--- config.mk ---
export PLATFORM = sky130hd
export DESIGN_NAME = decode_execute_reg
export DESIGN_NICKNAME = d
export VERILOG_FILES = /design/src/rtl/pipeline_pkg.sv /design/src/rtl/decode_execute_reg_sat_counter.sv /design/src/rtl/decode_execute_reg.sv
export SDC_FILE = /design/constraint.sdc
export NUM_CORES = 1
export LEC_CHECK = 0
export ABC_AREA = 1
export CORE_UTILIZATION = 35
export CTS_CLUSTER_DIAMETER = 80
export DETAILED_ROUTE_END_ITERATION = 8
export MAX_ROUTING_LAYER = met4
export PLACE_DENSITY = 0.8
export RECOVER_POWER = 50
export SYNTH_ARGS = -nofsm -noshare
export SYNTH_HDL_FRONTEND = slang
export SYNTH_HIERARCHICAL = 1
export SYNTH_SLANG_ARGS = --single-unit
--- constraint.sdc ---
create_clock -name clk -period 1.6 [get_ports clk]
set_input_delay 0.16 -clock clk [delete_from_list [all_inputs] [get_ports clk]]
set_output_delay 0.16 -clock clk [all_outputs]
set_load 0.01 [all_outputs]
--- src/rtl/pipeline_pkg.sv ---
// pipeline_pkg: shared control bundle, NOP constant and field encodings for the ID/EX stage
package pipeline_pkg;
  typedef struct packed {
    logic       RegWrite;
    logic       MemRead;
    logic       MemWrite;
    logic [1:0] ResultSrc;
    logic [3:0] ALUControl;
    logic       ALUSrc;
    logic       Branch;
    logic       Jump;
  } ctrl_t;
  localparam ctrl_t CTRL_NOP = '0;
  localparam logic [1:0] RESULTSRC_ALU = 2'd0;
  localparam logic [1:0] RESULTSRC_MEM = 2'd1;
  localparam logic [1:0] RESULTSRC_PC4 = 2'd2;
  localparam logic [3:0] ALUCTRL_ADD  = 4'd0;
  localparam logic [3:0] ALUCTRL_SUB  = 4'd1;
  localparam logic [3:0] ALUCTRL_AND  = 4'd2;
  localparam logic [3:0] ALUCTRL_OR   = 4'd3;
  localparam logic [3:0] ALUCTRL_XOR  = 4'd4;
  localparam logic [3:0] ALUCTRL_SLT  = 4'd5;
  localparam logic [3:0] ALUCTRL_SLTU = 4'd6;
  localparam logic [3:0] ALUCTRL_SLL  = 4'd7;
  localparam logic [3:0] ALUCTRL_SRL  = 4'd8;
  localparam logic [3:0] ALUCTRL_SRA  = 4'd9;
  localparam logic [4:0] REG_ZERO = 5'd0;
endpackage

--- src/rtl/decode_execute_reg_sat_counter.sv ---
// sat_counter: event counter that sticks at all-ones instead of wrapping
module sat_counter #(
  parameter int WIDTH = 32
) (
  input  logic             clk,
  input  logic             rst_n,
  input  logic             inc,
  output logic [WIDTH-1:0] count
);
  logic [WIDTH-1:0] r_count;
  always_ff @(posedge clk or negedge rst_n)
    if (!rst_n) r_count <= '0;
    else if (inc && !(&r_count)) r_count <= r_count + 1'b1;
  assign count = r_count;
endmodule

--- src/rtl/decode_execute_reg.sv ---
// decode_execute_reg: ID/EX pipeline register with freeze, stall/flush bubbles and a remembered flush.
// PERF_CNT_EN adds saturating bubble/flush counters; undefined, no counter logic exists.
module decode_execute_reg
  import pipeline_pkg::*;
#(
  parameter int DATA_WIDTH = 32,
  parameter int ADDR_WIDTH = 32
`ifdef PERF_CNT_EN
  ,parameter int CNT_WIDTH = 32
`endif
) (
  input  logic                  clk,
  input  logic                  rst_n,
  input  logic                  freeze,
  input  logic                  stall,
  input  logic                  flush_E,
  input  logic                  valid_D,
  input  logic [ADDR_WIDTH-1:0] PC_D,
  input  logic [ADDR_WIDTH-1:0] PCPlus4_D,
  input  logic [DATA_WIDTH-1:0] RD1_D,
  input  logic [DATA_WIDTH-1:0] RD2_D,
  input  logic [DATA_WIDTH-1:0] ImmExt_D,
  input  logic [4:0]            Rs1_D,
  input  logic [4:0]            Rs2_D,
  input  logic [4:0]            Rd_D,
  input  ctrl_t                 ctrl_D,
  output logic                  valid_E,
  output logic [ADDR_WIDTH-1:0] PC_E,
  output logic [ADDR_WIDTH-1:0] PCPlus4_E,
  output logic [DATA_WIDTH-1:0] RD1_E,
  output logic [DATA_WIDTH-1:0] RD2_E,
  output logic [DATA_WIDTH-1:0] ImmExt_E,
  output logic [4:0]            Rs1_E,
  output logic [4:0]            Rs2_E,
  output logic [4:0]            Rd_E,
  output ctrl_t                 ctrl_E,
  output logic                  MemRead_E
`ifdef PERF_CNT_EN
  ,output logic [CNT_WIDTH-1:0] bubble_cnt
  ,output logic [CNT_WIDTH-1:0] flush_cnt
`endif
);
  logic                  r_valid, r_flush_pend;
  logic [ADDR_WIDTH-1:0] r_pc, r_pc4;
  logic [DATA_WIDTH-1:0] r_rd1, r_rd2, r_imm;
  logic [4:0]            r_rs1, r_rs2, r_rd;
  ctrl_t                 r_ctrl;
  logic                  w_flush, w_stall;
  // a flush wins over a simultaneous stall so the bubble is counted once, as a flush
  always_comb begin
    w_flush = !freeze && (flush_E || r_flush_pend);
    w_stall = !freeze && !w_flush && stall;
  end
  always_ff @(posedge clk or negedge rst_n) begin
    if (!rst_n) begin
      r_flush_pend <= 1'b0;
      r_valid      <= 1'b0;
      r_pc         <= '0;
      r_pc4        <= '0;
      r_rd1        <= '0;
      r_rd2        <= '0;
      r_imm        <= '0;
      r_rs1        <= REG_ZERO;
      r_rs2        <= REG_ZERO;
      r_rd         <= REG_ZERO;
      r_ctrl       <= CTRL_NOP;
    end else begin
      r_flush_pend <= freeze && (r_flush_pend || flush_E);
      if (w_flush || w_stall) begin
        r_valid <= 1'b0;
        r_pc    <= '0;
        r_pc4   <= '0;
        r_rd1   <= '0;
        r_rd2   <= '0;
        r_imm   <= '0;
        r_rs1   <= REG_ZERO;
        r_rs2   <= REG_ZERO;
        r_rd    <= REG_ZERO;
        r_ctrl  <= CTRL_NOP;
      end else if (!freeze) begin
        r_valid <= valid_D;
        r_pc    <= PC_D;
        r_pc4   <= PCPlus4_D;
        r_rd1   <= RD1_D;
        r_rd2   <= RD2_D;
        r_imm   <= ImmExt_D;
        r_rs1   <= Rs1_D;
        r_rs2   <= Rs2_D;
        r_rd    <= Rd_D;
        r_ctrl  <= ctrl_D;
      end
    end
  end
  assign valid_E   = r_valid;
  assign PC_E      = r_pc;
  assign PCPlus4_E = r_pc4;
  assign RD1_E     = r_rd1;
  assign RD2_E     = r_rd2;
  assign ImmExt_E  = r_imm;
  assign Rs1_E     = r_rs1;
  assign Rs2_E     = r_rs2;
  assign Rd_E      = r_rd;
  assign ctrl_E    = r_ctrl;
  assign MemRead_E = r_ctrl.MemRead;
`ifdef PERF_CNT_EN
  sat_counter #(.WIDTH(CNT_WIDTH)) u_bubble_cnt (.clk(clk), .rst_n(rst_n), .inc(w_stall), .count(bubble_cnt));
  sat_counter #(.WIDTH(CNT_WIDTH)) u_flush_cnt  (.clk(clk), .rst_n(rst_n), .inc(w_flush), .count(flush_cnt));
`endif
endmodule
==> results.md <==
- The count of yosys warnings during synthesis is 6.
- The final weighted congestion of routability-driven global placement is 0.877.
- The clock sink count is 189.
- The biggest area consumer among synthesized cells is sky130_fd_sc_hd__dfrtp_1.
- Derived from the worst setup path, the maximum achievable clock frequency is 656 MHz.
- The count of nets after finishing is 1,779.
- Sequential cells burn 45.1% of the power.
- The delay of the slowest cell on the worst path is 560 ps.
- Total power for the finished layout comes to 11.4 mW.
- The highest fanout seen on the critical path is 3.
- The global-route wire length before repair is 42,100 um.
- The proportion of layout cells with a drive suffix above 1 is 4.82%.
- Setup repair after global routing left no endpoint under its margin.
- The final number of hold-violating endpoints is 0.
- For this block, the routed nets add up to 25,900 um of wire.
- The growth of design area from synthesis to finish is 56.0%.
- The net count after synthesis is 1,409.
- The minimum setup slack in the final design is 74.5 ps.
- Sorting the synthesized cells by area gives the leading types as sky130_fd_sc_hd__dfrtp_1 53%, sky130_fd_sc_hd__nand2_1 16%, sky130_fd_sc_hd__nand3_1 11%, sky130_fd_sc_hd__inv_1 8.0%, sky130_fd_sc_hd__nor2_1 8.0%.
- The post-detailed-placement half-perimeter wirelength is 18,700 um.
- The signal on the critical path passes through clkdlybuf4s50_1.
- Yosys mapped the design onto 11 distinct sky130hd cell types.
- After floorplanning, the core was sized to cover 25,000 um2.
- Along the worst hold path, the cell count comes to 3.
- The post-route non-filler standard cell count is 1,929.
- The number of top-level pins is 382.
- The standby leakage power is 7.51 nW.
- The detailed router finished its first iteration with 779 violations.
- The proportion of power drawn by combinational gates is 18.4%.
- The largest vdd supply drop is 0.525 mV.
- Measured in cells, the most critical reg-to-reg path has a length of 5.
- After detailed routing, the average wire length per cell comes to 13.4 um.
- After global routing the overflow that remains totals 0.
- By count the netlist is led by 376 x sky130_fd_sc_hd__nand2_1, 189 x sky130_fd_sc_hd__dfrtp_1, 189 x sky130_fd_sc_hd__inv_1, 189 x sky130_fd_sc_hd__nor2_1, 188 x sky130_fd_sc_hd__nand3_1.
- In this run switching power makes up 27.2% of total power.
- The power per cell area is 818 nW/um2.
- The analysis attributes to net switching a power of 3.09 mW.
- The setup clock skew after layout is 11.0 ps.
- The run finished with clean final reports.
- The sequential element share of the synthesized area is 53.1%.
- The worst setup path is launched from a flop.
- From bottom edge to top edge, the die measures 161 um.
- Grouping stages by cell kind, the critical path spends the most delay in buffers and inverters.
- The floorplan step defined a die boundary enclosing 26,100 um2.
- The tool flagged a number of max-cap violations equal to 0.
- The initial antenna violation count is 0.
- In this run the worst hold path is classified as input pin to flop.
- In this run the biggest area consumer among cell types represents 53.1% of the synthesized area.
- The number of buffers and inverters on the critical path is 1.
- The final route contains 8,797 vias.
- The kind of end point of the critical path is a primary output.
- met2 is the most crowded layer.
- After detailed routing, the number of vias per cell comes to 4.56.
- Port buffering added 381 buffers.
- The final design utilization is 55.5%.
- The floorplan has 58 rows.
- For this design, the slowest cell found on the critical path is sky130_fd_sc_hd__clkdlybuf4s50_1.
- In this run, placement finished with an instance count of 1,896.
- The number of optimization iterations in the first detailed-route pass is 5.
- The minimum period implied by the final worst setup slack is 1530 ps.
- In this run the remaining antenna-violating nets after routing total 0.
- The final sum of negative setup slack is 0 ps.
- The flip-flop cell with the highest count after synthesis is sky130_fd_sc_hd__dfrtp_1.
- The clock passes through at most 2 buffers.
- The count of final max-slew check failures is 0.
- Dividing the final minimum period by the clock period gives 95.3%.
- The number of enable-type register cells in the synthesized netlist is 0.
- The post-place setup slack is 107 ps.
- The worst relative slew slack is 15.6%.
- Summing every instance area after synthesis gives 8900 um2.
- For the worst setup path, the data arrival time is 1370 ps.
- Setup violations remaining at the end of the flow were counted as 0.
- The post-synthesis compound-gate area fraction is 0%.
- The actual transition at the worst max-transition pin is 1270 ps.
- STA puts the critical path data required time at 1440 ps.
- The post-detailed-route DRC marker count is 0.
- After technology mapping, the gate count stands at 1,216.
- The H-tree was split into 4 levels.
- The antenna diode count is 0.
- For the worst-skew pair, the clock arrives at the later sink with an insertion delay of 420 ps.
- The count of state elements after synthesis is 189.
- Per report_power, the clock group accounts for 36.5% of the total.
- Counting flops with an async set or reset pin after synthesis yields a share of 100%.
- The clock tree from TritonCTS is built.
- The synthesized-area fraction occupied by adder cells is 0%.
- Entering global routing, the biggest net connects 53 pins.
- The buffer type at the clock tree root is sky130_fd_sc_hd__clkbuf_16.
- The global routing met3 resource utilization is 5.03%.
- The die is 161 um wide.
- Hold is met by 152 ps.
- After synthesis, the largest family of logic cells by area is simple AND/OR/NAND/NOR gates.
- The worst setup path is of the flop to primary output kind.
- By instance count, the leading cell after synthesis is sky130_fd_sc_hd__nand2_1.
- After clock tree synthesis, the clock-pin slew on the worst setup and hold paths is 80 ps.
- The simple logic cell fraction of the synthesized area is 34.5%.
- For this run, global-route usage on met1 was measured as 25.7%.
- The starting density of the core is 35.6%.
- In this run the post-CTS setup repair buffer count came out at 0.
- After detailed placement, the total cell area comes to 13,400 um2.
- The xor/xnor share of the synthesized area is 0%.
- The number of global-route vias before repair is 8,474.
- The TritonCTS buffer count is 17.
- The global routing usage on met2 is 33.2%.
- After routing the design area is 13,900 um2.
- The number of cells on the critical path is 1.
- A synthesized cell averages 7.32 um2.
- The internal portion of the total power is 8.26 mW.
- The fraction of synthesized area in multiplexers is 0%.
- The total routing resource utilization after global routing is 20.6%.
-- final cells by class --
type,instances,area (um2)
Clock inverter,12,120
Multi-Input combinational cell,754,3070
Sequential cell,189,4730
Inverter,190,718
Tap cell,330,413
Fill cell,2281,11200
Clock buffer,20,457
Timing Repair Buffer,434,4380
-- cells by family after synthesis --
family	count (synthesis)
DFF	189
buffers and inverters	273
and+or+nand+nor	754
-- flip-flops by register name, summed over array words and instances (netlist names), 5 cells and up --
register and flops:
ImmExt_E 32, PCPlus4_E 32, PC_E 32, RD1_E 32
RD2_E 32, Rd_E 5, Rs1_E 5, Rs2_E 5
ctrl_E 11
-- power by group through the flow --
stage / Combinational (mW) / Clock (mW) / Sequential (mW)
final: 2.08 / 4.15 / 5.13
after global routing: 2.28 / 4.44 / 5.15
after CTS: 2.13 / 4.28 / 5.13
after detailed placement: 2.12 / 0 / 5.21
after global placement: 2.09 / 0 / 5.21
after floorplan: 0.665 / 0 / 5.31
-- path summary, 6_finish.rpt --
path,slack (ps),start,to
min reg2reg,480,RD1_E[6],RD1_E[6]
max reg2reg,120,r_flush_pend,ImmExt_E[23]
min,150,freeze,PC_E[24]
max,70,MemRead_E,ctrl_E[10]
max in group asynchronous,180,rst_n,RD2_E[25]
min in group asynchronous,540,rst_n,PCPlus4_E[4]
-- cells in the final DEF, fill, tap and decap left out, types with 4 or more instances in the layout --
cell / n
sky130_fd_sc_hd__clkdlybuf4s50_1: 377
sky130_fd_sc_hd__nor2_1: 190
sky130_fd_sc_hd__buf_12: 16
sky130_fd_sc_hd__nand2_1: 376
sky130_fd_sc_hd__clkbuf_1: 10
sky130_fd_sc_hd__clkinv_4: 4
sky130_fd_sc_hd__buf_4: 24
sky130_fd_sc_hd__inv_6: 5
sky130_fd_sc_hd__inv_1: 189
sky130_fd_sc_hd__clkbuf_16: 17
sky130_fd_sc_hd__nand3_1: 188
sky130_fd_sc_hd__dfrtp_1: 189
-- per-layer routing --
layer	wire (um)	up-vias
met1	11000	4084
met3	2090	30
met2	12400	339
li1	-	4344
met4	436	0
met5	0	-
-- repair_timing --
action / in CTS / in global routing
setup endpoints to repair: 1 / 1
hold buffers: 1 / 0
resized for setup: 1 / 1
cloned: 0 / 0
hold endpoints to repair: 39 / 0
(Power assumes the default switching activity.)
